[src/rtl/uart_rx_fifo.sv]
// uart_rx_fifo: oversampled UART receiver with 2-of-3 majority bit sampling,
// optional parity and one/two stop bits. Each received word carries parity
// and framing flags and is queued in a small FIFO drained via valid/ready.
`timescale 1ns/1ps
module uart_rx_fifo #(
    parameter int DATA_BITS  = 8,
    parameter int OVERSAMPLE = 16,
    parameter int FIFO_DEPTH = 4
) (
    input  logic                        clk,
    input  logic                        rst,
    input  logic                        baud_tick,
    input  logic                        uart_rx,
    input  logic [1:0]                  parity_mode,
    input  logic                        two_stop,
    output logic [DATA_BITS-1:0]        m_data,
    output logic                        m_parity_err,
    output logic                        m_frame_err,
    output logic                        m_valid,
    input  logic                        m_ready,
    output logic                        overrun,
    output logic [$clog2(FIFO_DEPTH):0] fifo_count
);

    localparam int H  = OVERSAMPLE / 2;
    localparam int TW = $clog2(OVERSAMPLE);
    localparam int BW = $clog2(DATA_BITS + 1);
    localparam int PW = $clog2(FIFO_DEPTH);
    localparam int CW = PW + 1;
    localparam int WW = DATA_BITS + 2;

    localparam logic [TW-1:0] T_S0   = TW'(H - 1);
    localparam logic [TW-1:0] T_S1   = TW'(H);
    localparam logic [TW-1:0] T_MID  = TW'(H + 1);
    localparam logic [TW-1:0] T_LAST = TW'(OVERSAMPLE - 1);
    localparam logic [BW-1:0] B_LAST = BW'(DATA_BITS - 1);

    typedef enum logic [2:0] {
        S_IDLE,
        S_START,
        S_DATA,
        S_PARITY,
        S_STOP
    } state_t;

    // ------------------------------------------------------------------
    // Receiver state
    // ------------------------------------------------------------------
    logic                 r_sync1;
    logic                 r_sync2;
    logic                 w_rx;
    state_t               r_state;
    state_t               w_next;
    logic [TW-1:0]        r_tick_cnt;
    logic [BW-1:0]        r_bit_cnt;
    logic                 r_s0;
    logic                 r_s1;
    logic                 r_armed;
    logic                 r_par_on;
    logic                 r_par_odd;
    logic                 r_two_stop;
    logic [DATA_BITS-1:0] r_shift;
    logic                 r_par_err;
    logic                 r_frame_err;

    logic                 w_tick_s0;
    logic                 w_tick_s1;
    logic                 w_mid;
    logic                 w_end;
    logic                 w_maj;
    logic                 w_last_data;
    logic                 w_last_stop;

    // Control strobes from the output decoder
    logic                 w_start_det;
    logic                 w_shift_en;
    logic                 w_par_chk;
    logic                 w_stop_chk;
    logic                 w_push;
    logic [WW-1:0]        w_push_word;

    // ------------------------------------------------------------------
    // FIFO state
    // ------------------------------------------------------------------
    logic [WW-1:0]        r_mem [FIFO_DEPTH];
    logic [PW-1:0]        r_wr_ptr;
    logic [PW-1:0]        r_rd_ptr;
    logic [CW-1:0]        r_count;
    logic                 r_overrun;
    logic                 w_full;
    logic                 w_pop;
    logic                 w_wr_en;

    assign w_rx      = r_sync2;
    assign w_tick_s0 = baud_tick && (r_tick_cnt == T_S0);
    assign w_tick_s1 = baud_tick && (r_tick_cnt == T_S1);
    assign w_mid     = baud_tick && (r_tick_cnt == T_MID);
    assign w_end     = baud_tick && (r_tick_cnt == T_LAST);

    // The third vote is the live sample taken on the decision tick itself.
    assign w_maj = (r_s0 & r_s1) | (r_s0 & w_rx) | (r_s1 & w_rx);

    assign w_last_data = (r_bit_cnt == B_LAST);
    assign w_last_stop = (r_bit_cnt == {{(BW-1){1'b0}}, r_two_stop});

    // Two-flop synchroniser for the asynchronous serial line, idles high
    always_ff @(posedge clk) begin
        if (rst) begin
            r_sync1 <= 1'b1;
            r_sync2 <= 1'b1;
        end else begin
            r_sync1 <= uart_rx;
            r_sync2 <= r_sync1;
        end
    end

    // FSM state register
    always_ff @(posedge clk) begin
        if (rst) begin
            r_state <= S_IDLE;
        end else begin
            r_state <= w_next;
        end
    end

    // FSM next-state logic
    always_comb begin
        w_next = r_state;
        case (r_state)
            S_IDLE: begin
                if (w_start_det) begin
                    w_next = S_START;
                end
            end
            S_START: begin
                if (w_mid && w_maj) begin
                    w_next = S_IDLE;
                end else if (w_end) begin
                    w_next = S_DATA;
                end
            end
            S_DATA: begin
                if (w_end && w_last_data) begin
                    w_next = r_par_on ? S_PARITY : S_STOP;
                end
            end
            S_PARITY: begin
                if (w_end) begin
                    w_next = S_STOP;
                end
            end
            S_STOP: begin
                if (w_mid && w_last_stop) begin
                    w_next = S_IDLE;
                end
            end
            default: w_next = S_IDLE;
        endcase
    end

    // FSM output decode: per-state sampling strobes and the FIFO push
    always_comb begin
        w_start_det = 1'b0;
        w_shift_en  = 1'b0;
        w_par_chk   = 1'b0;
        w_stop_chk  = 1'b0;
        w_push      = 1'b0;
        case (r_state)
            S_IDLE:   w_start_det = baud_tick && r_armed && !w_rx;
            S_DATA:   w_shift_en  = w_mid;
            S_PARITY: w_par_chk   = w_mid;
            S_STOP: begin
                w_stop_chk = w_mid;
                w_push     = w_mid && w_last_stop;
            end
            default: ;
        endcase
    end

    // The last stop sample is folded in combinationally so the word can be
    // pushed on the same tick that decides it.
    assign w_push_word = {r_frame_err | ~w_maj, r_par_err, r_shift};

    // Bit timing, sampling, shift register and per-frame error accumulation
    always_ff @(posedge clk) begin
        if (rst) begin
            r_tick_cnt  <= '0;
            r_bit_cnt   <= '0;
            r_s0        <= 1'b1;
            r_s1        <= 1'b1;
            r_armed     <= 1'b0;
            r_par_on    <= 1'b0;
            r_par_odd   <= 1'b0;
            r_two_stop  <= 1'b0;
            r_shift     <= '0;
            r_par_err   <= 1'b0;
            r_frame_err <= 1'b0;
        end else if (r_state == S_IDLE) begin
            r_tick_cnt <= '0;
            r_bit_cnt  <= '0;
            if (w_start_det) begin
                // Disarm until the line is seen high again: a held-low
                // break therefore yields exactly one word.
                r_armed     <= 1'b0;
                r_par_on    <= parity_mode[0] ^ parity_mode[1];
                r_par_odd   <= parity_mode[1] & ~parity_mode[0];
                r_two_stop  <= two_stop;
                r_shift     <= '0;
                r_par_err   <= 1'b0;
                r_frame_err <= 1'b0;
            end else if (w_rx) begin
                r_armed <= 1'b1;
            end
        end else if (baud_tick) begin
            r_tick_cnt <= w_end ? '0 : r_tick_cnt + TW'(1);
            if (w_next != r_state) begin
                r_bit_cnt <= '0;
            end else if (w_end) begin
                r_bit_cnt <= r_bit_cnt + BW'(1);
            end
            if (w_tick_s0) begin
                r_s0 <= w_rx;
            end
            if (w_tick_s1) begin
                r_s1 <= w_rx;
            end
            if (w_shift_en) begin
                r_shift <= {w_maj, r_shift[DATA_BITS-1:1]};
            end
            if (w_par_chk) begin
                r_par_err <= (^r_shift) ^ w_maj ^ r_par_odd;
            end
            if (w_stop_chk && !w_maj) begin
                r_frame_err <= 1'b1;
            end
        end
    end

    assign w_full  = (r_count == CW'(FIFO_DEPTH));
    assign w_pop   = (r_count != '0) && m_ready;
    assign w_wr_en = w_push && (!w_full || w_pop);

    // Output FIFO: pointers wrap modulo depth, drop-and-flag when full
    always_ff @(posedge clk) begin
        if (rst) begin
            for (int unsigned i = 0; i < FIFO_DEPTH; i++) begin
                r_mem[i] <= '0;
            end
            r_wr_ptr  <= '0;
            r_rd_ptr  <= '0;
            r_count   <= '0;
            r_overrun <= 1'b0;
        end else begin
            r_overrun <= w_push && w_full && !w_pop;
            if (w_wr_en) begin
                r_mem[r_wr_ptr] <= w_push_word;
                r_wr_ptr        <= r_wr_ptr + PW'(1);
            end
            if (w_pop) begin
                r_rd_ptr <= r_rd_ptr + PW'(1);
            end
            case ({w_wr_en, w_pop})
                2'b10:   r_count <= r_count + CW'(1);
                2'b01:   r_count <= r_count - CW'(1);
                default: ;
            endcase
        end
    end

    assign {m_frame_err, m_parity_err, m_data} = r_mem[r_rd_ptr];
    assign m_valid    = (r_count != '0);
    assign overrun    = r_overrun;
    assign fifo_count = r_count;

endmodule

[config.mk]
export PLATFORM = sky130hd
export DESIGN_NAME = uart_rx_fifo
export DESIGN_NICKNAME = d
export VERILOG_FILES = /design/src/rtl/uart_rx_fifo.sv
export SDC_FILE = /design/constraint.sdc
export NUM_CORES = 1
export LEC_CHECK = 0
export CORE_ASPECT_RATIO = 0.9
export CORE_MARGIN = 3
export CORE_UTILIZATION = 53
export DETAILED_ROUTE_END_ITERATION = 10
export HOLD_SLACK_MARGIN = 0.05
export PLACE_DENSITY = 0.82
export SLEW_MARGIN = 20
export SYNTH_ARGS = -nofsm -noshare
export SYNTH_HDL_FRONTEND = slang
export SYNTH_SLANG_ARGS = --single-unit
[constraint.sdc]
create_clock -name clk -period 2.1 [get_ports clk]
set_clock_uncertainty 0.05 [all_clocks]
set_input_delay 0.42 -clock clk [delete_from_list [all_inputs] [get_ports clk]]
set_output_delay 0.42 -clock clk [all_outputs]
set_load 0.005 [all_outputs]
# Word level (Yosys, flattened, before mapping)
# Memories as Yosys holds them, arrays and structs flattened. A register that Yosys moved wholly into a read port is not among the register bits.
# Index checks and enable logic that the tools add are counted.
[word_totals]
in_bits = 8
memories = 1
ram_bits = 40
latchBits = 0
romBits = 0
regBits = 37
[mem_list]
columns = ["memory", "words", "width", "rd", "rd_clocked_by_memory_dff", "wr", "line", "text"]
rows = [
  ["r_mem", 4, 10, 1, 1, 4, "85", "logic [WW-1:0] r_mem [FIFO_DEPTH];"],
]
[op_classes]
n_shift = 0
magnitude_cmp = 0
multipliers = 0
bitwise_logic = 13
n_addsub = 6
n_mux = 40
n_reduce_logical = 39
eq_ne = 15
div_mod_pow = 0
[op_table]
columns = ["op", "count"]
rows = [
  ["two-way mux 8 bit", 4],
  ["two-way mux 3 bit", 7],
  ["two-way mux 1 bit", 20],
  ["one-hot mux 3 bit (5 select lines)", 1],
  ["AND reduction 3 bit", 5],
  ["logical AND 1 bit", 14],
  ["nonzero test 2 bit", 7],
  ["== test 4 bit (second input constant)", 3],
  ["two-way mux 4 bit", 3],
  ["two-way mux 10 bit", 1],
  ["OR reduction 10 bit", 1],
  ["adder 4 x 1 -> 4 bit (second input constant)", 2],
  ["== test 4 x 3 -> 1 bit (second input constant)", 2],
  ["parity 8 bit", 1],
  ["== test 3 x 2 -> 1 bit (second input constant)", 2],
  ["== test 3 bit (second input constant)", 2],
  ["two-way mux 2 bit", 3],
  ["one-hot mux 3 bit (2 select lines)", 1],
  ["AND reduction 2 bit", 3],
  ["adder 2 x 1 -> 2 bit (second input constant)", 2],
  ["bitwise AND 1 bit", 4],
  ["== test 4 x 1 -> 1 bit", 1],
  ["logical NOT 1 bit", 4],
  ["adder 3 x 1 -> 3 bit (second input constant)", 1],
  ["other kinds (13)", 19],
]

# Logic depth before layout (Yosys ltp)
[logic_depth]
depth_word = 10
mapped_depth = 9

# Worst setup path after synthesis
# OpenSTA, ideal clock, no wires.
[synth_timing]
path_kind = "register -> register"
startpoint = "register r_tick_cnt[1]"
endpoint = "register r_count[2], in the netlist fifo_count[2]"
path_stages_with_launch = 10
required_time_ps = 1918
path_buffers = 0
setup_slack_ps = -93
synth_period_minus_slack_ps = 2193
arrival_ps = 2011
path_cell_list = "dfxtp_1 > inv_1 > ha_1 > and4b_1 > nand4_1 > nand2_1 > fa_1 > nor4_1 > o21a_1 > nor3_1"
[synth_between]
elab_chain_len = 7
elab_cells_between_ends = 9
[synth_lines]
columns = ["item", "line", "text"]
rows = [
  ["start: declaration", "54", "logic [TW-1:0] r_tick_cnt;"],
  ["start signal: assignment", "215", "r_tick_cnt <= w_end ? '0 : r_tick_cnt + TW'(1);"],
  ["== test 4 bit *", "97", "assign w_mid = baud_tick && (r_tick_cnt == T_MID);"],
  ["logical AND 1 bit *", "97", ""],
  ["logical AND 1 bit *", "174", "w_push = w_mid && w_last_stop;"],
  ["two-way mux 1 bit *", "168", "case (r_state)"],
  ["logical AND 1 bit *", "241", "assign w_wr_en = w_push && (!w_full || w_pop);"],
  ["== test 2 x 1 -> 1 bit / == test 2 bit (equally long branches)", "262", "case ({w_wr_en, w_pop})"],
  ["one-hot mux 3 bit (2 select lines) / nonzero test 2 bit (equally long branches)", "n/a", ""],
  ["end signal: assignment", "263", "2'b10: r_count <= r_count + CW'(1);"],
  ["end signal: assignment", "264", "2'b01: r_count <= r_count - CW'(1);"],
  ["end: declaration", "88", "logic [CW-1:0] r_count;"],
]
# Mark *: on every way between the ends. The rest lies on a longest branch, timed or not.
# A chain may end at the register's enable or synchronous reset.

==> key figures <==
Outcome
  • Run status: finished, violations left
  • Violated checks: negative setup slack

Setup path
  • Slowest stage cell on the critical path: sky130_fd_sc_hd__dfxtp_2
  • Startpoint types: register
  • CP Cell Sequence: inv_2 > ha_4 > and4b_2 > buf_6 > nand3_4 > nor4b_4 > buf_4 > and3b_2 > buf_4 > and2_1
  • R2R Path End: r_mem[1][1]
  • Most common cell on crit path: sky130_fd_sc_hd__buf_4
  • Type of element capturing the critical path: register
  • Worst reg2reg path startpoint: r_tick_cnt[1]
  • Crit Path Max Fanout: 10
  • Worst setup path start: r_tick_cnt[1]
  • R2R setup slack: -30 ps
  • Worst EP required: 2280 ps
  • FF-to-FF path depth: 10
  • Worst path max stage delay: 330 ps
  • Data arrival at the endpoint of the critical path: 2320 ps
  • Start-to-end type of the worst setup path: reg -> reg

STA
  • Transition time at the pin with the least slew margin: 551 ps
  • Final setup slack of the worst path: -32.5 ps
  • Worst Hold Margin: 364 ps
  • Minimum period implied by the final worst setup slack: 2130 ps
  • Maximum clock frequency: 0.469 GHz
  • Sum of negative setup slack: -450 ps
  • Relative max-transition margin: 63.1%
  • Final worst path period share: 102%
  • Count of endpoints failing hold in the final timing report: 0
  • Unrepaired setup endpoints after global routing: yes
  • Setup-failing EPs final: 33
  • Max Slew Vio Count: 0

Placed design
  • IO Port Bufs: 22
  • Worst setup slack after placement: -507 ps
  • Routability congestion estimate from global placement: 0.895
  • HPWL reported at the end of detailed placement: 5.30 mm
  • Placed cell area: 4280 um2

Route
  • DRC viols: 0
  • WL per Instance: 17.6 um
  • 1st-pass router iterations: 4
  • Routed vias: 2,689
  • DRT iter0 DRCs: 172
  • Via density: 5.59
  • Total wirelength of the detailed-routed design: 8.45 mm
  • Number of nets with antenna violations after routing: 0

Finish
  • Utilization after layout: 70.2%
  • Nets: 400
  • Post-route design area: 4700 um2
  • Highest-count cells in the layout ignoring fill and taps: sky130_fd_sc_hd__edfxtp_1 (40), sky130_fd_sc_hd__buf_4 (37), sky130_fd_sc_hd__dfxtp_1 (34)
  • Number of antenna repair diodes: 0
  • Syn-to-layout area delta: 26.8%
  • Most frequent standard cell in the layout excluding fill and tap cells: sky130_fd_sc_hd__edfxtp_1
  • Layout cell share with drive strength beyond 1: 30.9%

Logic synthesis
  • Post-Synthesis Mean Instance Area: 11.6 um2
  • Commonest register cell after synthesis: sky130_fd_sc_hd__edfxtp_1
  • Share of cell area taken by muxes after synthesis: 7.26%
  • Number of warnings reported in the yosys synthesis log: 0
  • Adder and majority cell fraction of the synthesized area: 2.50%
  • Xor-xnor portion of the synthesized cell area: 4.15%
  • Basic-gate share of the synthesized area counting and, or, nand and nor cells: 22.1%
  • Share of the yosys chip area belonging to registers: 53.5%
  • Net count after synthesis: 334
  • Number of enable-type register cells in the synthesized netlist: 40
  • Count of state elements after synthesis: 79
  • Number of different library cells in the post-synthesis netlist: 60
  • Synthesized netlist cell count: 320
  • Dominant combinational cell family by area after synthesis: simple AND/OR/NAND/NOR gates
  • Total standard cell area after synthesis: 3710 um2
  • Post-synth ARST share: 0%
  • Compound-cell area share of the yosys netlist: 7.66%

Pwr
  • Cell area power density: 639 nW/um2
  • Standby leakage power: 1.72 nW
  • Peak supply drop: 518 uV

Worst hold path
  • Class of the tightest hold or removal check: reg -> reg
  • Destination of the worst hold path: r_sync2
  • Number of cells traversed by the worst hold path: 1
  • Hold_sp: r_sync1

CTS
  • Bufs on Longest Clock Path: 2
  • Total CTS buffers: 9
  • Clock sink count: 79
  • Clock Pin Slew Worst Setup and Hold Paths: 90 ps
  • Clock tree from TritonCTS: built
  • Clock latency of the later-clocked register in the worst-skew pair: 360 ps
  • Depth of the CTS H-tree: 3
  • Hold-fix buffer count after cts: 0
  • Clock root cell: sky130_fd_sc_hd__clkbuf_8

GRT
  • Total GRT Usage: 21.4%
  • Maximum number of pins on one net before global-route repair: 22
  • Via count of the first global-routing pass: 2,674
  • First-pass GRT wire length: 13.2 mm
  • Antenna violations before repair: 0
  • Overflow left after global routing: 0

Floorplanning
  • Ports: 23
  • Starting density of the core: 55.4%
  • Die H: 85.3 um
  • Core Footprint: 6690 um2
  • Total number of placement rows: 28
  • Chip width: 94.2 um
  • Die outline area: 8040 um2

Run
  • Max Cap Viol: 0
-- registers in the layout, indices dropped and copies added (netlist names), named ones only --
register     count
r_par_odd        1
r_armed          1
r_s0             1
r_s1             1
r_mem           40
r_sync2          1
r_two_stop       1
r_tick_cnt       4
r_shift          8
r_rd_ptr         2
overrun          1
r_state          3
fifo_count       3
r_par_on         1
r_par_err        1
r_frame_err      1
r_sync1          1
r_wr_ptr         2
r_bit_cnt        4
-- through the flow --
stage | power, mW | cells
floorplan | 1.76 | 320
global placement | 1.82 | 454
detailed placement | 1.83 | 454
CTS | 3.00 | 475
global route | 3.11 | 481
finish | 3.01 | 481
-- power breakdown --
part	switching [mW]	leakage [nW]	internal [mW]
clock network	0.630	0.103	0.574
logic	0.0595	0.922	0.0638
registers	0.0199	0.697	1.66
-- metal layers --
layer	GRT usage [%]	vias to the layer above	share of wire [%]
li1	-	1293	-
met1	26.3	1309	40
met2	36.5	72	53
met3	6.74	15	4.8
met4	5.91	0	1.7
met5	0	-	0
-- repair_timing --
item / in CTS / in global routing
endpoints found under the setup margin: 50 / 73
pin swaps: 3 / 9
gates cloned: 1 / 3
resized for setup: 46 / 32
buffers inserted: 4 / 3
-- layout make-up --
type	count	area [um2]
timing repair buffer	67	601
tap	90	113
clock buffer	9	124
sequential	79	1990
fill	466	1990
inverter	9	33.8
clock inverter	7	83.8
multi-input combinational	220	1760
-- cell families (layout without fill, tap and decap cells) --
| kind of cell | after synthesis | after routing |
|---|---|---|
| muxes | 14 | 14 |
| DFF | 79 | 79 |
| and+or+nand+nor | 141 | 144 |
| buffers and inverters | 24 | 92 |
| AOI/OAI and AO/OA | 39 | 39 |
| adders and majority gates | 7 | 7 |
| xor gates and xnor gates | 16 | 16 |
-- how the worst max path moves through the flow --
stage / to / cells after the start
after floorplan: fifo_count[2] / 9
after global placement: r_mem[0][2] / 6
after detailed placement: r_mem[0][2] / 6
after CTS: r_mem[0][4] / 7
after global routing: r_mem[1][9] / 10
final: r_mem[1][1] / 10
-- synthesized netlist by cell type (3+ instances only) --
master	number	area share (%)
sky130_fd_sc_hd__nor3b_1	3	0.61
sky130_fd_sc_hd__and3b_1	4	0.94
sky130_fd_sc_hd__nand3_1	12	1.6
sky130_fd_sc_hd__inv_1	9	0.91
sky130_fd_sc_hd__nand2_1	22	2.2
sky130_fd_sc_hd__mux2_2	3	0.91
sky130_fd_sc_hd__ha_1	5	1.7
sky130_fd_sc_hd__or2_2	5	0.84
sky130_fd_sc_hd__a211oi_1	3	0.61
sky130_fd_sc_hd__nor2_1	21	2.1
sky130_fd_sc_hd__xor2_1	4	0.94
sky130_fd_sc_hd__edfxtp_1	40	32
sky130_fd_sc_hd__mux4_2	10	6.1
sky130_fd_sc_hd__dfxtp_1	39	21
sky130_fd_sc_hd__xnor2_1	11	2.6
sky130_fd_sc_hd__nor3_1	13	1.8
sky130_fd_sc_hd__o21a_1	3	0.61
sky130_fd_sc_hd__a21oi_1	13	1.8
sky130_fd_sc_hd__and2_1	36	6.1
sky130_fd_sc_hd__clkbuf_1	6	0.61
sky130_fd_sc_hd__nor2b_1	5	0.84
sky130_fd_sc_hd__buf_2	4	0.54
sky130_fd_sc_hd__clkbuf_2	3	0.40
-- worst max-delay path: cells and delay by family, from the launching register on --
kind / cells / cell delay, ps
buf+inv: 4 / 520
flops: 1 / 330
simple gates: 5 / 970
fa+ha+maj: 1 / 130
Power figures use the tool's default switching activity.
==> variant: new RTL, same settings <==
Add an input register stage for `baud_tick` and `parity_mode`, with the module's reset; this delays them by one clock. The other inputs are not delayed to match.
--- a/src/rtl/uart_rx_fifo.sv
+++ b/src/rtl/uart_rx_fifo.sv
@@ -44,4 +44,17 @@
     } state_t;
 
+    logic baud_tick_q;
+    logic [1:0] parity_mode_q;
+
+    always_ff @(posedge clk) begin
+        if (rst) begin
+            baud_tick_q   <= '0;
+            parity_mode_q <= '0;
+        end else begin
+            baud_tick_q   <= baud_tick;
+            parity_mode_q <= parity_mode;
+        end
+    end
+
     // ------------------------------------------------------------------
     // Receiver state
@@ -93,8 +106,8 @@
 
     assign w_rx      = r_sync2;
-    assign w_tick_s0 = baud_tick && (r_tick_cnt == T_S0);
-    assign w_tick_s1 = baud_tick && (r_tick_cnt == T_S1);
-    assign w_mid     = baud_tick && (r_tick_cnt == T_MID);
-    assign w_end     = baud_tick && (r_tick_cnt == T_LAST);
+    assign w_tick_s0 = baud_tick_q && (r_tick_cnt == T_S0);
+    assign w_tick_s1 = baud_tick_q && (r_tick_cnt == T_S1);
+    assign w_mid     = baud_tick_q && (r_tick_cnt == T_MID);
+    assign w_end     = baud_tick_q && (r_tick_cnt == T_LAST);
 
     // The third vote is the live sample taken on the decision tick itself.
@@ -167,5 +180,5 @@
         w_push      = 1'b0;
         case (r_state)
-            S_IDLE:   w_start_det = baud_tick && r_armed && !w_rx;
+            S_IDLE:   w_start_det = baud_tick_q && r_armed && !w_rx;
             S_DATA:   w_shift_en  = w_mid;
             S_PARITY: w_par_chk   = w_mid;
@@ -203,6 +216,6 @@
                 // break therefore yields exactly one word.
                 r_armed     <= 1'b0;
-                r_par_on    <= parity_mode[0] ^ parity_mode[1];
-                r_par_odd   <= parity_mode[1] & ~parity_mode[0];
+                r_par_on    <= parity_mode_q[0] ^ parity_mode_q[1];
+                r_par_odd   <= parity_mode_q[1] & ~parity_mode_q[0];
                 r_two_stop  <= two_stop;
                 r_shift     <= '0;
@@ -212,5 +225,5 @@
                 r_armed <= 1'b1;
             end
-        end else if (baud_tick) begin
+        end else if (baud_tick_q) begin
             r_tick_cnt <= w_end ? '0 : r_tick_cnt + TW'(1);
             if (w_next != r_state) begin
Check against the original RTL: same outputs for any inputs over 10 cycles, from zero or initial values and one cycle with rst high; that may be too few to reach the edited logic, so the function may still have changed.
==> variant against the original RTL <==
The run still ends with setup timing left; final cell count increased by 2.1%; wire length decreased by 5.7%; via count increased by 4.0%; utilization decreased by 0.49 points; sequential cell count increased by 3; setup slack got worse by 0.026 ns; sequential share of layout area increased by 0.71 points; area after synthesis increased by 5.0%; design area increased by 1.4%; synthesized cell count increased by 5.9%; hold slack improved by 0.0061 ns; critical path type is now in2reg; critical endpoint is now r_mem[1][7].
Power is not compared: it rests on default switching activity, and its combinational part moved more than twofold at a synthesized area within 25%.
==> variant: results (changes against the original RTL) <==
status:
  status: "complete, but fails checks"
  violations: "setup timing"
place:
  gp_congestion: 0.909  # +1.6%
  dp_hpwl_mm: 5.46  # +3.0%
  place_ws_ns: -0.377  # +0.130 ns
worst_setup_path:
  cp.arrival_ns: 2.17  # -0.15 ns
  critPathMaxStageDelay_ns: 0.48  # +0.15 ns
  crit_path_max_fanout: 5  # -5
  slowest_stage: "clkdlybuf4s50_1"
global_route:
  first_global_vias: 2663  # -0.41%
  grt.total_usage_pct: 20.2  # -1.2 points
routing:
  viasPerCell: 5.69  # +1.9%
  wl_mm: 7.97  # -5.7%
  vias: 2796  # +4.0%
synthesis:
  synth_adder_area_share_pct: 2.38  # -0.12 points
  ys_seq_area_share_pct: 52.5  # -0.98 points
  synth.top_cells.by_count: "42 x dfxtp_1, 40 x edfxtp_1, 37 x and2_1"
  synth.area.top_cells: "edfxtp_1 31%, dfxtp_1 22%, and2_1 5.9%, mux4_2 5.8%, nor2_1 2.5%"
  synth_compound_area_share_pct: 8.01  # +0.35 points
sta:
  tns_ns: -0.457  # -0.00689 ns
  setup_viol: 10  # -70%
  relSlewSlack_pct: 68.6  # +5.5 points
  setup_ws_ns: -0.0587  # -0.0262 ns
cells_and_area:
  final_net_count: 410  # +2.5%
  drive_gt1_share_pct: 28.4  # -2.5 points
clocking:
  clk-insertion-delay-late_ns: 0.34  # -0.02 ns
==> variant: cell count changes after synthesis, sizes merged, moves of 4 or more <==
cell	before	now
nor2	21	26
and3b	4	0
mux2i	1	5
nor3	15	7
nor3b	5	1
nand3	13	19
nand2b	1	5
nor2b	5	9
==> variant: cell type report <==
cell class / instances / area [um2]
clock buffer: 9 / 124
timing repair buffer: 62 / 532
fill: 481 / 2070
inverter: 9 / 33.8
multi-input combinational: 232 / 1810
sequential: 82 / 2050
clock inverter: 7 / 100
tap: 90 / 113
==> variant: path summary, 6_finish.rpt <==
kind | from | to | slack [ns] | cells after the start
min | r_sync1 | r_sync2 | 0.37 | 1
max reg2reg | r_bit_cnt[1] | r_mem[1][7] | -0.02 | 6
max | m_ready | r_mem[1][7] | -0.06 | 7
min reg2reg | r_sync1 | r_sync2 | 0.37 | 1
==> variant: per-layer routing <==
layer / share of wire, % / vias to the layer above / global-route usage [%]
li1: - / 1333 / -
met1: 41 / 1359 / 24.9
met2: 52 / 94 / 34.0
met3: 5.9 / 10 / 5.19
met4: 1.2 / 0 / 7.39
met5: 0 / - / 0
==> variant: timing repair <==
action | CTS | global route
pin swaps | 7 | 5
setup endpoints to repair | 41 | 33
gates resized for setup | 31 | 21
gates cloned | 1 | 1
buffers inserted | 3 | 1
==> variant: cell families after synthesis <==
| kind of cell | Yosys count |
|---|---|
| AOI/OAI and AO/OA | 44 |
| xor gates and xnor gates | 16 |
| adders and majority gates | 7 |
| buffers and inverters | 26 |
| DFF | 82 |
| muxes | 16 |
| and+or+nand+nor | 148 |
==> variant: power by group through the flow <==
stage	clock network (mW)	registers (mW)	logic, mW
finish	1.26	1.80	0.663
global route	1.35	1.81	0.725
CTS	1.28	1.80	0.674
detailed placement	0	1.82	0.652
global placement	0	1.82	0.634
floorplan	0	1.82	0.332
